### src/rtl/door_open_ctrl_if.sv
// Signal bundle of the door-open stage: car/button requests and the close-stage
// return come in, the door drive, close prompt and status go out.
`timescale 1ns/1ps
interface door_open_ctrl_if;
    logic arrive;
    logic r;
    logic close_signal;
    logic open_signal;
    logic c_100;
    logic busy;
    logic fault;

    modport master (
        output arrive,
        output r,
        output close_signal,
        input  open_signal,
        input  c_100,
        input  busy,
        input  fault
    );

    modport slave (
        input  arrive,
        input  r,
        input  close_signal,
        output open_signal,
        output c_100,
        output busy,
        output fault
    );
endinterface

### src/rtl/door_open_ctrl.sv
// Door-open stage: open drive pulse, dwell, close prompt and close-stage tracking.
// Build option DOOR_REOPEN_EN: the open button reopens the door while it is closing.
`timescale 1ns/1ps
module door_open_ctrl #(
    parameter int unsigned OPEN_CYC  = 8,
    parameter int unsigned DWELL     = 100,
    parameter int unsigned PULSE_CYC = 2,
    parameter int unsigned GUARD     = 64,
    parameter int unsigned CNT_W     = 8
) (
    input  logic            clk,
    input  logic            rst,
    door_open_ctrl_if.slave bus
);
    typedef enum logic [2:0] {
        S_IDLE    = 3'd0,
        S_OPENING = 3'd1,
        S_HOLD    = 3'd2,
        S_PULSE   = 3'd3,
        S_CLOSE_A = 3'd4,
        S_CLOSE_B = 3'd5
    } state_t;

    // Counter starts at 0 on state entry, so the terminal value is N-1 for an N-cycle stay.
    localparam logic [CNT_W-1:0] OPEN_LAST  = CNT_W'(OPEN_CYC - 1);
    localparam logic [CNT_W-1:0] DWELL_LAST = CNT_W'(DWELL - 1);
    localparam logic [CNT_W-1:0] PULSE_LAST = CNT_W'(PULSE_CYC - 1);
    localparam logic [CNT_W-1:0] GUARD_LAST = CNT_W'(GUARD - 1);
    localparam logic [CNT_W-1:0] CNT_MAX    = {CNT_W{1'b1}};
    localparam logic [CNT_W-1:0] CNT_ZERO   = {CNT_W{1'b0}};
    localparam logic [CNT_W-1:0] CNT_ONE    = {{(CNT_W-1){1'b0}}, 1'b1};

    state_t           r_state;
    state_t           w_next;
    logic [CNT_W-1:0] r_cnt;
    logic             r_req;
    logic             w_cnt_clr;
    logic             w_fault_set;
    logic             w_reopen;
    logic             w_open_d;
    logic             w_c100_d;
    logic             w_busy_d;
    logic             w_fault_d;
    logic             r_open;
    logic             r_c100;
    logic             r_busy;
    logic             r_fault;

`ifdef DOOR_REOPEN_EN
    assign w_reopen = bus.r;
`else
    assign w_reopen = 1'b0;
`endif

    // State register, shared dwell/guard counter and the one-cycle request pipeline.
    always_ff @(posedge clk or posedge rst) begin
        if (rst) begin
            r_state <= S_IDLE;
            r_cnt   <= CNT_ZERO;
            r_req   <= 1'b0;
        end else begin
            r_state <= w_next;
            r_req   <= (r_state == S_IDLE) && (bus.arrive || bus.r);
            if ((w_next != r_state) || w_cnt_clr) begin
                r_cnt <= CNT_ZERO;
            end else if ((r_state != S_IDLE) && (r_cnt != CNT_MAX)) begin
                r_cnt <= r_cnt + CNT_ONE;
            end else begin
                r_cnt <= r_cnt;
            end
        end
    end

    // Next-state decision, dwell restart and guard-expiry detection.
    always_comb begin
        w_next      = r_state;
        w_cnt_clr   = 1'b0;
        w_fault_set = 1'b0;
        case (r_state)
            S_IDLE: begin
                if (r_req) begin
                    w_next = S_OPENING;
                end else begin
                    w_next = S_IDLE;
                end
            end
            S_OPENING: begin
                if (r_cnt == OPEN_LAST) begin
                    w_next = S_HOLD;
                end else begin
                    w_next = S_OPENING;
                end
            end
            S_HOLD: begin
                if (bus.r) begin
                    w_next    = S_HOLD;
                    w_cnt_clr = 1'b1;
                end else if (r_cnt == DWELL_LAST) begin
                    w_next = S_PULSE;
                end else begin
                    w_next = S_HOLD;
                end
            end
            S_PULSE: begin
                if (r_cnt == PULSE_LAST) begin
                    w_next = S_CLOSE_A;
                end else begin
                    w_next = S_PULSE;
                end
            end
            S_CLOSE_A: begin
                if (w_reopen) begin
                    w_next = S_OPENING;
                end else if (bus.close_signal) begin
                    w_next = S_CLOSE_B;
                end else if (r_cnt == GUARD_LAST) begin
                    w_next      = S_IDLE;
                    w_fault_set = 1'b1;
                end else begin
                    w_next = S_CLOSE_A;
                end
            end
            S_CLOSE_B: begin
                if (w_reopen) begin
                    w_next = S_OPENING;
                end else if (!bus.close_signal) begin
                    w_next = S_IDLE;
                end else begin
                    w_next = S_CLOSE_B;
                end
            end
            default: begin
                w_next = S_IDLE;
            end
        endcase
    end

    // Output values derived from the state being entered, so they switch with the state.
    always_comb begin
        w_open_d  = (w_next == S_OPENING);
        w_c100_d  = (w_next == S_PULSE);
        w_busy_d  = (w_next != S_IDLE);
        w_fault_d = r_fault || w_fault_set;
    end

    // Output registers; fault is sticky until reset.
    always_ff @(posedge clk or posedge rst) begin
        if (rst) begin
            r_open  <= 1'b0;
            r_c100  <= 1'b0;
            r_busy  <= 1'b0;
            r_fault <= 1'b0;
        end else begin
            r_open  <= w_open_d;
            r_c100  <= w_c100_d;
            r_busy  <= w_busy_d;
            r_fault <= w_fault_d;
        end
    end

    assign bus.open_signal = r_open;
    assign bus.c_100       = r_c100;
    assign bus.busy        = r_busy;
    assign bus.fault       = r_fault;
endmodule

### src/flat_wrapper.sv
// flat-port wrapper written by rule: the top's interface ports become plain ports
module door_open_ctrl_flat 
#(
    parameter int unsigned OPEN_CYC  = 8,
    parameter int unsigned DWELL     = 100,
    parameter int unsigned PULSE_CYC = 2,
    parameter int unsigned GUARD     = 64,
    parameter int unsigned CNT_W     = 8
)
  (clk, rst, bus_arrive, bus_r, bus_close_signal, bus_open_signal, bus_c_100, bus_busy, bus_fault);
  door_open_ctrl_if bus_i ();
  input  logic clk;
  input  logic rst;
  input wire logic [$bits(bus_i.arrive)-1:0] bus_arrive;
  input wire logic [$bits(bus_i.r)-1:0] bus_r;
  input wire logic [$bits(bus_i.close_signal)-1:0] bus_close_signal;
  output wire logic [$bits(bus_i.open_signal)-1:0] bus_open_signal;
  output wire logic [$bits(bus_i.c_100)-1:0] bus_c_100;
  output wire logic [$bits(bus_i.busy)-1:0] bus_busy;
  output wire logic [$bits(bus_i.fault)-1:0] bus_fault;
  assign bus_i.arrive = bus_arrive;
  assign bus_i.r = bus_r;
  assign bus_i.close_signal = bus_close_signal;
  assign bus_open_signal = bus_i.open_signal;
  assign bus_c_100 = bus_i.c_100;
  assign bus_busy = bus_i.busy;
  assign bus_fault = bus_i.fault;
  door_open_ctrl #(.OPEN_CYC(OPEN_CYC), .DWELL(DWELL), .PULSE_CYC(PULSE_CYC), .GUARD(GUARD), .CNT_W(CNT_W)) u_core (.clk(clk), .rst(rst), .bus(bus_i));
endmodule
### config.mk
export PLATFORM = sky130hd
export DESIGN_NAME = door_open_ctrl_flat
export DESIGN_NICKNAME = d
export VERILOG_FILES = /design/src/rtl/door_open_ctrl_if.sv /design/src/rtl/door_open_ctrl.sv /design/src/flat_wrapper.sv
export SDC_FILE = /design/constraint.sdc
export NUM_CORES = 1
export LEC_CHECK = 0
export CAP_MARGIN = 10
export CORE_MARGIN = 4
export CORE_UTILIZATION = 55
export DETAILED_ROUTE_END_ITERATION = 12
export GPL_TIMING_DRIVEN = 0
export HOLD_SLACK_MARGIN = 0.05
export PLACE_DENSITY = 0.85
export SYNTH_ARGS = -nofsm -noshare
export SYNTH_HDL_FRONTEND = slang
export SYNTH_SLANG_ARGS = --single-unit
### constraint.sdc
create_clock -name clk -period 2.05 [get_ports clk]
set_input_delay 0.205 -clock clk [delete_from_list [all_inputs] [get_ports clk]]
set_output_delay 0.205 -clock clk [all_outputs]
set_load 0.1 [all_outputs]
Yosys cells after proc, flatten, opt, wreduce, memory -nomap -nowiden --
Cells that the tools add are included.
Word-level totals: output and inout bits 4, word-level logic and storage cells 46, register bits after elaboration 16
Operators by class: add/subtract/negate cells 1, equality and inequality tests 13, reduce and logical (&&, ||, !) cells 9, mux-type cells 16
Operators with widths (number):
- $pmux 3 s6 | 1
- $mux 8 | 2
- $mux 3 | 5
- $eq 3x2->1 const B | 3
- $add 8x1->8 const B | 1
- $eq 8x1->1 const B | 1
- $eq 8x3->1 const B | 1
- $eq 8x6->1 const B | 1
- $eq 8x7->1 const B | 1
- $ne 8x8->1 const B | 1
- $mux 1 | 7
- $eq 3x1->1 const B | 2
- $eq 3x3->1 const B | 2
- $reduce_bool 3->1 | 2
- $logic_not 3->1 | 1
- $logic_or 1x1->1 | 3
- $ne 3x3->1 | 1
- $logic_and 1x1->1 | 2
- $mux 2 | 1
- $reduce_bool 2->1 | 1

Longest topological paths before layout --
depth in word-level cells 7, mapped depth 7, gate-level depth less buffers 7

Worst setup path after synthesis --
No wires, ideal clock.
kind register to register, start point reg u_core.r_cnt[0], end point reg u_core.r_cnt[0], buffers on the path 0, period minus slack after synthesis 1703 ps, arrival time 1581 ps, cell stages (with the launch flop) 7, slack 347 ps, library setup time 121 ps, required time 1929 ps, cells stage by stage dfrtp_1 > ha_1 > and4bb_4 > nand2b_1 > a2111o_1 > nand3_2 > nor2_1
Between the ends: cells in the longest elaborated chain, start to end 7, elaborated cells between the ends (all ways) 19, classes of those cells add/sub (1); eq/ne (6); mux (9); reduce/logical (3)
Ends and longest elaborated chain:
- from (decl) | line door_open_ctrl.sv:35 | logic [CNT_W-1:0] r_cnt;
- from (signal assigned) | line door_open_ctrl.sv:67 | r_cnt <= r_cnt + CNT_ONE;
- from (signal assigned) | line door_open_ctrl.sv:69 | r_cnt <= r_cnt;
- $eq 8x7->1 or $eq 8x6->1 (tied branches) | line door_open_ctrl.sv:98, door_open_ctrl.sv:116
- $mux 1 or $mux 3 (tied branches) | line door_open_ctrl.sv:98, door_open_ctrl.sv:116
- $mux 3, on equally long branches | line door_open_ctrl.sv:95, door_open_ctrl.sv:114
- $pmux 3 s6 | line door_open_ctrl.sv:79 | case (r_state)
- $ne 3x3->1 | line door_open_ctrl.sv:64 | if ((w_next != r_state) || w_cnt_clr) begin
- $logic_or 1x1->1 | line door_open_ctrl.sv:64
- $mux 8 or $reduce_bool 2->1 (tied branches)
Several ways; a longest one is shown, not always the timed one. The select of a mux whose other input is x is not followed. A chain may end at the register's enable or synchronous reset.

Final worst setup path --
start point reg u_core.r_fault (netlist: u_core.bus.fault), end point out bus_fault
RTL lines:
- from (decl) | line door_open_ctrl.sv:47 | logic r_fault;
- from (signal assigned) | line door_open_ctrl.sv:157 | r_fault <= w_fault_d;
- to (decl) | line flat_wrapper.sv:20 | output wire logic [$bits(bus_i.fault)-1:0] bus_fault;
No word-level cell between the ends.

==> impl_metrics.env <==
export IMPL_groute_usage_overall_pct=16.65
export IMPL_wl_per_cell_um=13.08
export IMPL_syn_num_nets=106
export IMPL_crit_family="buffers and inverters"
export IMPL_maxSlewHeadroom_pct=35.36
export IMPL_synth_edf_count=0
export IMPL_vias=741
export IMPL_synth_mux_area_share_pct=0
export IMPL_yosysSeqAreaShare_pct=41.13
export IMPL_reg2reg_from="u_core.r_cnt[0]"
export IMPL_required_ns=1.85
export IMPL_rows=14
export IMPL_grt_pass1_vias=703
export IMPL_cts_buffer_depth=2
export IMPL_slowest_stage="clkdlybuf4s50_1"
export IMPL_antenna_found_initial=0
export IMPL_p_leak_nw=0.4594
export IMPL_arrival_ns=1.76
export IMPL_fin_area_sq_mm=0.001109
export IMPL_numCtsBuffers=3
export IMPL_die_x_um=50.07
export IMPL_startpoint_type="flop"
export IMPL_dpl_hpwl_mm=1.282
export IMPL_synthXorXnorAreaFrac_pct=6.298
export IMPL_core_sq_mm=0.001594
export IMPL_run_status="finished clean"
export IMPL_stdcell_count=134
export IMPL_dp_slack_ns=0.1379
export IMPL_slew_violations=0
export IMPL_synthTopCellsByArea="dfrtp_1 (41%), nor2_1 (7.7%), xnor2_1 (5.4%)"
export IMPL_n_antenna_cell=0
export IMPL_peakVddDrop_mv=0.8304
export IMPL_place_congestion=0.9002
export IMPL_netlist_instances=99
export IMPL_start_util_pct=61.07
export IMPL_power_density_mw_per_mm2=1296
export IMPL_drc=0
export IMPL_clk_pin_slew_ns=0.09
export IMPL_max_freq_mhz=510.1
export IMPL_tns_ns=0
export IMPL_path_class="reg -> out"
export IMPL_worst_slew_pin_slew_ns=0.9665
export IMPL_period_needed_ns=1.960
export IMPL_first_iter_violations=16
export IMPL_synth_top_family_by_area="simple AND/OR/NAND/NOR gates"
export IMPL_synth_ff_type="dfrtp_1"
export IMPL_root_buffer="clkbuf_4"
export IMPL_postRouteAntennaNets=0
export IMPL_ioPinCount=9
export IMPL_die_area_sq_mm=0.002507
export IMPL_drt_wl_total_mm=1.753
export IMPL_crit_path_end_kind="output port"
export IMPL_critical_path_cell_chain="clkdlybuf4s50_1"
export IMPL_syn_avg_cell_area_sq_um=9.833
export IMPL_path_max_fanout=2
export IMPL_setup_violations=0
export IMPL_crit_start="u_core.bus.fault"
export IMPL_vias_per_cell=5.530
export IMPL_finalHoldViolations=0
export IMPL_synth_seq_cells=16
export IMPL_synth_common_cells="nor2_1 (20), dfrtp_1 (16), xnor2_1 (6)"
export IMPL_fin_crit_sh_pct=95.62
export IMPL_nets=119
export IMPL_postLayoutSetupSlackWorst_ns=0.08976
export IMPL_ys_types=39
export IMPL_drv_cap=0
export IMPL_slowest_delay_ns=1.13
export IMPL_postSynth_asyncResetShare_pct=100.0
export IMPL_synth_compound_area_share_pct=15.42
export IMPL_clock_latency_ns=0.29
export IMPL_syn2layout_area_growth_pct=13.88
export IMPL_dp_cells=131
export IMPL_first_pass_iters=4
export IMPL_grt_max_degree=17
export IMPL_rsz0062_at_grt="no"
export IMPL_grt_first_pass_wirelength_mm=3.125
export IMPL_synth_largest_area_cell="dfrtp_1"
export IMPL_syn_area_sq_um=973.4
export IMPL_h_tree_depth=1
export IMPL_overflow=0
export IMPL_cp_num_buf_inv=1
export IMPL_io_buffers=8
export IMPL_dpl_cell_area_sq_mm=0.001084
export IMPL_synthMostInstantiatedCell="nor2_1"
export IMPL_netlist_area_leader_share_pct=41.13
export IMPL_fin_skew_ns=0.008660
export IMPL_numClockSinks=16
export IMPL_drive_gt1_share_pct=14.55
export IMPL_ys_warn_count=0
export IMPL_die_h_um=50.07
export IMPL_hold_class="in -> async"
export IMPL_yosys_area_share_simple_pct=29.18
export IMPL_cts_tree="done"
export IMPL_yosys_area_share_adder_pct=2.571
-- path summary, 6_finish.rpt --
| check | cells past startpoint | slack [ns] | endpoint |
|---|---|---|---|
| worst max register to register | 6 | 0.20 | u_core.r_cnt[3] |
| worst min register to register | 1 | 0.48 | u_core.bus.fault |
| min in group clk | 3 | 0.46 | u_core.r_req |
| max in group asynchronous | 2 | 1.39 | u_core.r_state[2] |
| worst max-delay path | 1 | 0.09 | bus_fault |
| worst min-delay path | 2 | 0.27 | u_core.r_cnt[2] |
-- where the power goes --
group / internal (mW) / switching, mW / leakage, nW
registers: 0.395 / 0.0483 / 0.209
logic: 0.307 / 0.523 / 0.237
clock network: 0.0683 / 0.0943 / 0.0138
-- through the flow --
step / util [%] / total power, mW / hold slack [ns]
floorplan: - / 1.120 / 0.1187
global placement: 67.97 / 1.267 / 0.4596
detailed placement: 67.97 / 1.284 / 0.4617
CTS: 69.39 / 1.447 / 0.2982
global route: 69.54 / 1.544 / 0.3223
finish: 69.54 / 1.436 / 0.2667
-- flip-flops by register name, indices dropped and copies added, names as in the netlist --
name                    cells
u_core.r_cnt                8
u_core.r_req                1
u_core.bus.c_100            1
u_core.r_state              3
u_core.bus.busy             1
u_core.bus.open_signal      1
u_core.bus.fault            1
-- per-layer routing --
metal | up-vias | GRT usage (%) | routed length, um
li1 | 379 | - | -
met1 | 342 | 20.79 | 786
met2 | 16 | 25.43 | 853
met3 | 4 | 3.614 | 67
met4 | 0 | 11.06 | 45
met5 | - | 0 | 0
-- repair_timing --
item,4_1_cts,5_1_grt
hold endpoints to repair,0,0
setup endpoints to repair,0,1
hold buffers,0,0
buffers inserted,0,0
gates resized for setup,0,1
-- area by class of cell --
cell class,count,area (sq um)
Multi-Input combinational cell,75,523.0
Tap cell,24,30.03
Inverter,4,15.01
Timing Repair Buffer,8,80.08
Buffer,4,37.54
Sequential cell,16,400.4
Clock buffer,3,22.52
Fill cell,132,485.5
-- cells in the final DEF (no fill, tap or decap), drive strengths merged, types with 2 or more instances in the layout --
cell type and n:
a311oi 2, ha 2, or3 2, nand2b 3, a21oi 2, nand3 6, o21ai 2, nor3 6
clkdlybuf4s50 8, buf 4, nand2 3, a211oi 2, inv 4, clkbuf 3, dfrtp 16, nor2 20
xnor2 6
-- cells by family (layout without fill, tap and decap cells) --
| family | count (synthesis) | count (layout) |
|---|---|---|
| DFF | 16 | 16 |
| adders and majority gates | 2 | 2 |
| buffers and inverters | 8 | 19 |
| AOI/OAI and AO/OA | 17 | 17 |
| and+or+nand+nor | 49 | 49 |
| xor gates and xnor gates | 7 | 7 |
Power figures use the tool's default switching activity.
